[src/rtl/seq_onehot_decoder_pkg.sv]
// Shared types for the sequenced one-hot decoder.
// Command modes and FSM state encodings.
package dec_pkg;

    typedef enum logic [1:0] {
        MODE_HOLD  = 2'b00,
        MODE_PULSE = 2'b01,
        MODE_SCAN  = 2'b10,
        MODE_CLEAR = 2'b11
    } mode_t;

    typedef enum logic [1:0] {
        IDLE,
        HOLD,
        PULSE,
        SCAN
    } state_t;

endpackage

[src/rtl/seq_onehot_decoder_if.sv]
// Command port of the sequenced one-hot decoder.
// Valid/ready handshake carrying an output index and a mode.
interface seq_onehot_decoder_if #(
    parameter int SEL_W = 3
) ();

    logic             in_valid;
    logic             in_ready;
    logic [SEL_W-1:0] sel;
    logic [1:0]       mode;

    modport master (
        output in_valid,
        output sel,
        output mode,
        input  in_ready
    );

    modport slave (
        input  in_valid,
        input  sel,
        input  mode,
        output in_ready
    );

endinterface

[src/rtl/seq_onehot_decoder_onehot_dec.sv]
// Combinational binary-to-one-hot decoder.
// Exactly one output bit is set for any input index.
module onehot_dec #(
    parameter int SEL_W = 3
) (
    input  logic [SEL_W-1:0]    idx,
    output logic [2**SEL_W-1:0] oh
);

    // Set the single bit addressed by idx.
    always_comb begin
        oh      = '0;
        oh[idx] = 1'b1;
    end

endmodule

[src/rtl/seq_onehot_decoder.sv]
// Registered one-hot decoder with hold, timed pulse and scan modes.
// One shared decoder feeds y from either the command or the scan index.
module seq_onehot_decoder
    import dec_pkg::*;
#(
    parameter int SEL_W     = 3,
    parameter int PULSE_LEN = 4
) (
    input  logic                 clk,
    input  logic                 rst_n,
    input  logic                 en,
    seq_onehot_decoder_if.slave  cmd,
    output logic [2**SEL_W-1:0]  y,
    output logic                 busy,
    output logic                 done
);

    localparam int OUT_W = 2**SEL_W;
    localparam int CW    = $clog2(PULSE_LEN + 1);

    state_t           state_q;
    state_t           state_d;
    logic [OUT_W-1:0] y_d;
    logic [CW-1:0]    cnt_q;
    logic [CW-1:0]    cnt_d;
    logic [SEL_W-1:0] idx_q;
    logic [SEL_W-1:0] idx_d;
    logic [SEL_W-1:0] steps_q;
    logic [SEL_W-1:0] steps_d;
    logic             done_q;
    logic             done_d;
    logic             accept;
    logic [SEL_W-1:0] idx_inc;
    logic [SEL_W-1:0] dec_in;
    logic [OUT_W-1:0] dec_oh;
    mode_t            cmd_mode;

    assign cmd_mode     = mode_t'(cmd.mode);
    assign cmd.in_ready = en & (state_q == IDLE | state_q == HOLD);
    assign accept       = cmd.in_valid & cmd.in_ready;
    assign idx_inc      = idx_q + SEL_W'(1);
    assign dec_in       = accept ? cmd.sel : idx_inc;
    assign busy         = (state_q == PULSE) | (state_q == SCAN);
    assign done         = done_q & en;

    onehot_dec #(
        .SEL_W (SEL_W)
    ) u_dec (
        .idx (dec_in),
        .oh  (dec_oh)
    );

    // State, output and counter registers; async reset aborts any operation.
    always_ff @(posedge clk or negedge rst_n) begin
        if (!rst_n) begin
            state_q <= IDLE;
            y       <= '0;
            cnt_q   <= '0;
            idx_q   <= '0;
            steps_q <= '0;
            done_q  <= 1'b0;
        end else begin
            state_q <= state_d;
            y       <= y_d;
            cnt_q   <= cnt_d;
            idx_q   <= idx_d;
            steps_q <= steps_d;
            done_q  <= done_d;
        end
    end

    // Next-state logic; with en low everything holds.
    always_comb begin
        state_d = state_q;
        y_d     = y;
        cnt_d   = cnt_q;
        idx_d   = idx_q;
        steps_d = steps_q;
        done_d  = done_q;
        if (en) begin
            done_d = 1'b0;
            unique case (state_q)
                IDLE, HOLD: begin
                    if (accept) begin
                        unique case (cmd_mode)
                            MODE_HOLD: begin
                                y_d     = dec_oh;
                                state_d = HOLD;
                            end
                            MODE_PULSE: begin
                                y_d     = dec_oh;
                                cnt_d   = CW'(PULSE_LEN - 1);
                                state_d = PULSE;
                            end
                            MODE_SCAN: begin
                                y_d     = dec_oh;
                                idx_d   = cmd.sel;
                                steps_d = SEL_W'(OUT_W - 1);
                                state_d = SCAN;
                            end
                            MODE_CLEAR: begin
                                y_d     = '0;
                                state_d = IDLE;
                            end
                            default: begin
                                y_d     = '0;
                                state_d = IDLE;
                            end
                        endcase
                    end
                end
                PULSE: begin
                    if (cnt_q == '0) begin
                        y_d     = '0;
                        done_d  = 1'b1;
                        state_d = IDLE;
                    end else begin
                        cnt_d = cnt_q - CW'(1);
                    end
                end
                SCAN: begin
                    if (steps_q == '0) begin
                        y_d     = '0;
                        done_d  = 1'b1;
                        state_d = IDLE;
                    end else begin
                        idx_d   = idx_inc;
                        y_d     = dec_oh;
                        steps_d = steps_q - SEL_W'(1);
                    end
                end
                default: begin
                    y_d     = '0;
                    state_d = IDLE;
                end
            endcase
        end
    end

endmodule

[src/flat_wrapper.sv]
// flat-port wrapper written by rule: the top's interface ports become plain ports
module seq_onehot_decoder_flat import dec_pkg::*;
#(
    parameter int SEL_W     = 3,
    parameter int PULSE_LEN = 4
)
  (clk, rst_n, en, y, busy, done, cmd_in_valid, cmd_sel, cmd_mode, cmd_in_ready);
  seq_onehot_decoder_if #(.SEL_W(SEL_W)) cmd_i ();
  input  logic clk;
  input  logic rst_n;
  input  logic en;
  output logic [2**SEL_W-1:0] y;
  output logic busy;
  output logic done;
  input wire logic [$bits(cmd_i.in_valid)-1:0] cmd_in_valid;
  input wire logic [$bits(cmd_i.sel)-1:0] cmd_sel;
  input wire logic [$bits(cmd_i.mode)-1:0] cmd_mode;
  output wire logic [$bits(cmd_i.in_ready)-1:0] cmd_in_ready;
  assign cmd_i.in_valid = cmd_in_valid;
  assign cmd_i.sel = cmd_sel;
  assign cmd_i.mode = cmd_mode;
  assign cmd_in_ready = cmd_i.in_ready;
  seq_onehot_decoder #(.SEL_W(SEL_W), .PULSE_LEN(PULSE_LEN)) u_core (.clk(clk), .rst_n(rst_n), .en(en), .cmd(cmd_i), .y(y), .busy(busy), .done(done));
endmodule
[config.mk]
export PLATFORM = sky130hd
export DESIGN_NAME = seq_onehot_decoder_flat
export DESIGN_NICKNAME = d
export VERILOG_FILES = /design/src/rtl/seq_onehot_decoder_pkg.sv /design/src/rtl/seq_onehot_decoder_if.sv /design/src/rtl/seq_onehot_decoder_onehot_dec.sv /design/src/rtl/seq_onehot_decoder.sv /design/src/flat_wrapper.sv
export SDC_FILE = /design/constraint.sdc
export NUM_CORES = 1
export LEC_CHECK = 0
export CAP_MARGIN = 20
export CORE_ASPECT_RATIO = 1.1
export CORE_MARGIN = 2
export CORE_UTILIZATION = 53
export DETAILED_ROUTE_END_ITERATION = 7
export PLACE_DENSITY = 0.85
export SKIP_CTS_REPAIR_TIMING = 1
export SLEW_MARGIN = 40
export SYNTH_ARGS = -nofsm -noshare
export SYNTH_HDL_FRONTEND = slang
export SYNTH_SLANG_ARGS = --single-unit
[constraint.sdc]
create_clock -name clk -period 1.9 [get_ports clk]
set_input_delay 0.38 -clock clk [delete_from_list [all_inputs] [get_ports clk]]
set_output_delay 0.38 -clock clk [all_outputs]
set_load 0.005 [all_outputs]
* After elaboration in Yosys (flattened, before gate mapping) *
Cells that the tools add are included.
Widths: inputs -> output; s select.

storage, ports and cells
  memory bits (read-only) = 0
  RAM bits = 0
  memories kept = 0
  register bits = 20
  latch bits = 0

cells by class
  $mul = 0
  order comparisons = 2
  add/sub/neg operators = 3
  muxes and demuxes = 28
  bitwise operators = 5
  eq/ne operators = 13
  shift operators = 0
  div/mod/pow operators = 0
  reductions and logical operators = 13

operators by type and width
  kind                 count
  $mux 3               10
  $mux 8               3
  $pmux 8 s3           1
  $pmux 3 s2           3
  $pmux 8 s2           1
  $ne 2x2->1 const B   6
  $reduce_and 5->1     2
  $eq 2x2->1 const B   4
  $pmux 2 s4           1
  $logic_not 3->1      2
  $mux 2               3
  $pmux 2 s3           1
  $sub 3x1->3 const B  2
  $eq 2x1->1 const B   2
  $logic_not 2->1      2
  $lt 3x4->1 const B   1
  $reduce_and 4->1     1
  $reduce_bool 2->1    2
  $add 3x1->3 const B  1
  $and 1x1->1          3
  $demux 1 s3          1
  $ge 3x1->1 const B   1
  $mux 1               3
  $reduce_and 3->1     1
  6 further kinds      7

* Longest topological paths before layout *
  depth in word-level cells = 12
  depth in mapped cells = 7
  depth with buffers taken out = 6

* Cells and area by module *
Synthesis repeated with hierarchy kept, for this count alone.

second synthesis, totals
  cells, all modules = 139
  area, all modules = 1308.8 um2

modules (own cells, without submodules)
  module              area each (um2)  instances  cells each
  seq_onehot_decoder  1243.7           1          131
  onehot_dec          65.1             1          8

* Worst setup path before layout *
No wires, ideal clock.

  path kind = reg2reg
  start point = register u_core.steps_q[0]
  end point = register u_core.idx_q[2]
  required time = 1.777 ns
  cell stages (with the launch flop) = 7
  period minus slack after synthesis = 1.496 ns
  path slack = 0.404 ns
  data arrival time = 1.374 ns
  buffers on the path = 0
  library setup time = 0.123 ns
  cell sequence = dfrtp_1 > inv_1 > ha_1 > nor2b_1 > a31oi_2 > a21oi_1 > o221a_2

between the ends
  cells in the longest elaborated chain, start to end = 3

RTL lines
  what                               RTL line                   text
  start: declaration                 seq_onehot_decoder.sv:28   logic [SEL_W-1:0] steps_q;
  start signal: assignment           seq_onehot_decoder.sv:67   steps_q <= steps_d;
  $logic_not 3->1                    seq_onehot_decoder.sv:122  if (steps_q == '0) begin
  $ne 2x2->1 (no source line)        --
  $reduce_and 5->1 (no source line)  --
  end signal: assignment             seq_onehot_decoder.sv:66   idx_q <= idx_d;
  end: declaration                   seq_onehot_decoder.sv:26   logic [SEL_W-1:0] idx_q;

No other way between the ends.
A chain may end at the register's enable or synchronous reset.

* Worst setup path after layout *
  start point = register u_core.state_q[1]
  end point = output port busy

between the ends
  cells in the longest elaborated chain, start to end = 2
  elaborated cells on any way between the ends = 3
  classes of those cells = eq/ne (2); bitwise (1)

RTL lines
  what                      RTL line                  text
  start: declaration        seq_onehot_decoder.sv:21  state_t state_q;
  start signal: assignment  seq_onehot_decoder.sv:63  state_q <= state_d;
  $eq 2x2->1                seq_onehot_decoder.sv:43  assign busy = (state_q == PULSE) | (state_q == SCAN);
  $or 1x1->1 *              seq_onehot_decoder.sv:43
  end: declaration          flat_wrapper.sv:13        output logic busy;

Every way passes the cells marked *; elsewhere a longest branch is shown, timed or not.

==> metrics.txt <==
outcome=complete, no violations; most common cell in the netlist=dfrtp_1; drt first-iter violations=19; static leakage=0.753 nW; Fmax achieved=575 MHz; Sink Count=20; Routed Antenna Nets=0; Synth Register Bits=20; Fin. Hold Viols=0; Hold Worst Slack=0.405 ns; relative slew slack=0.765; Startpoint Class=flip-flop; fin crit share=0.915; clock root buffer=clkbuf_4; Die W=50.9 um; Post-DP Area=0.00155 sq mm; WL/cell=14.5 um; WP data arrival=1.36 ns; GRT Util Overall=0.220; vias in the first global route=1174; synthesis-to-layout area growth=24.2%; Synth Net Count=155; Detailed Route WL=2830 um; Antenna diodes=0; Via density=5.87; worst reg2reg setup slack=0.20 ns; Critical Path RT=1.52 ns; Boundary Pins=20; Mapped Area=0.00128 sq mm; clk_lat worst skew=0.30 ns; ranking of synthesized cells by area=dfrtp_1 39%, ha_1 8.8%, a21oi_1 4.7%; Critical Path End Type=output port; worst min path class=primary input to asynchronous set/reset pin; top cells by count, synth=20 x dfrtp_1, 12 x a21oi_1, 12 x nand2_1, 10 x inv_1; Non-Filler Instances=195; Post-synth ARST share=1.00; fin. max-slew vios=0; Distinct cells, synth=41; hpwl dp=2250 um; MaxCap Viol Count=0; GRT overflow=0; Post-Route Setup TNS=0 ns; Reg-to-Reg End=u_core.y[3]; crit-path max FO=8; WP buf/inv=1; Rows=18; Worst Slack Setup Final=0.161 ns; vias=1145; port bufs=19; Final Util=0.699; sequential element share of the synthesized area=0.391; CTS buffer count=3; EDFF count, synth=0; Yosys top cell area share=0.391; R2R cell count=5; RSZ-0062 raised after global routing=no; initial antenna violation count=0; pre-CTS setup slack=-0.0559 ns; fin nets=184; WS Path Type=flip-flop to output port; Crit path max-delay family=buffers and inverters; CTS tree=done; total die area=0.00282 sq mm; min Tclk post-route=1.74 ns; CP cell instances=clkdlybuf4s50_1; share of post-route cells with drive strength above 1=0.182; synth warn=0; largest net degree at the start of global routing=21; FF-to-FF Start=u_core.state_q[1]; DRC viols=0; DR pass1 iterations=4; Pwr per Cell Area=1500 mW/mm^2; Final GP Congestion=0.871; Clock transition at path regs=0.11 ns; global-route wire length before repair=4770 um; final instance area=0.00159 sq mm; Design Power=2.38 mW; Worst VDD drop=0.965 mV; largest area contributor in the netlist=dfrtp_1; Mean Syn Cell Area=9.34 sq um; clk_skew=0.00246 ns; crit path max-delay cell type=clkdlybuf4s50_1; synthesized instance count=137; core footprint=0.00227 sq mm; post-placement cell count=191; CP peak stage delay=0.55 ns; initial core utilization=0.563; H-tree levels=1; Clock Path Buffers=2; Die Ht=55.5 um; Setup violations, final=0; pin slew with the least headroom to its limit=0.352 ns; most used flip-flop cell after synthesis=dfrtp_1
==> power by group <==
group	switching, mW	internal (mW)	leakage (nW)
logic	0.636	0.682	0.483
clock network	0.135	0.117	0.0210
registers	0.183	0.626	0.250
==> cells by family after synthesis <==
group,share of synthesized area
DFF,0.391
xor gates and xnor gates,0.0137
and+or+nand+nor,0.175
muxes,0.0176
adders and majority gates,0.0880
buffers and inverters,0.0674
AOI/OAI and AO/OA,0.247
==> registers in the layout (all words and copies together) (netlist names) <==
name            count
u_core.steps_q      3
u_core.idx_q        3
u_core.cnt_q        3
u_core.y            8
u_core.state_q      2
u_core.done_q       1
==> area by class of cell <==
cell class | count | area, sq um
Tap cell | 30 | 37.5
Multi-Input combinational cell | 100 | 693
Inverter | 10 | 37.5
Timing Repair Buffer | 31 | 285
Fill cell | 181 | 684
Clock buffer | 4 | 36.3
Sequential cell | 20 | 500
==> placed cells by master (no fill, tap or decap), types with 2 or more instances in the layout <==
master,synthesis,routed
dfrtp_1,20,20
clkdlybuf4s50_1,0,17
a21oi_1,12,12
nand2_1,12,12
buf_4,1,12
inv_1,10,10
o21ai_1,9,9
ha_1,9,9
nor2_1,6,6
nor3_1,5,5
nand3_1,5,5
a22o_2,4,4
nand2b_1,3,3
a21o_1,3,3
o22ai_1,3,3
a31oi_1,3,3
clkbuf_4,0,3
and2_1,2,2
o22a_1,2,2
mux2_2,2,2
dlymetal6s2s_1,0,2
==> per-layer routing <==
| metal | track usage | up-vias | wire length [um] |
|---|---|---|---|
| met5 | 0 | - | 0 |
| met4 | 0.116 | 0 | 46 |
| met3 | 0.0297 | 6 | 120 |
| met2 | 0.398 | 46 | 1500 |
| met1 | 0.242 | 545 | 1160 |
| li1 | - | 548 | - |
==> worst max-delay path by stage <==
stage                              endpoint  cells past startpoint               from  slack [ns]
after global routing      u_core.steps_q[2]                      7  u_core.steps_q[1]        0.11
after detailed placement    u_core.idx_q[2]                      7        cmd_mode[0]       -0.06
after CTS                      cmd_in_ready                      4                 en       -0.01
after floorplan             u_core.idx_q[2]                      6  u_core.steps_q[0]        0.40
final                                  busy                      1  u_core.state_q[1]        0.16
after global placement      u_core.idx_q[2]                      7        cmd_mode[0]       -0.02
==> worst reg2reg max path, stage by stage, from the launching register on <==
cell and delay (ns):
dfrtp_1 0.49, buf_4 0.22, o21ai_1 0.31, a21o_1 0.26
nor2_1 0.11, a22o_2 0.22
(Power assumes the default switching activity.)
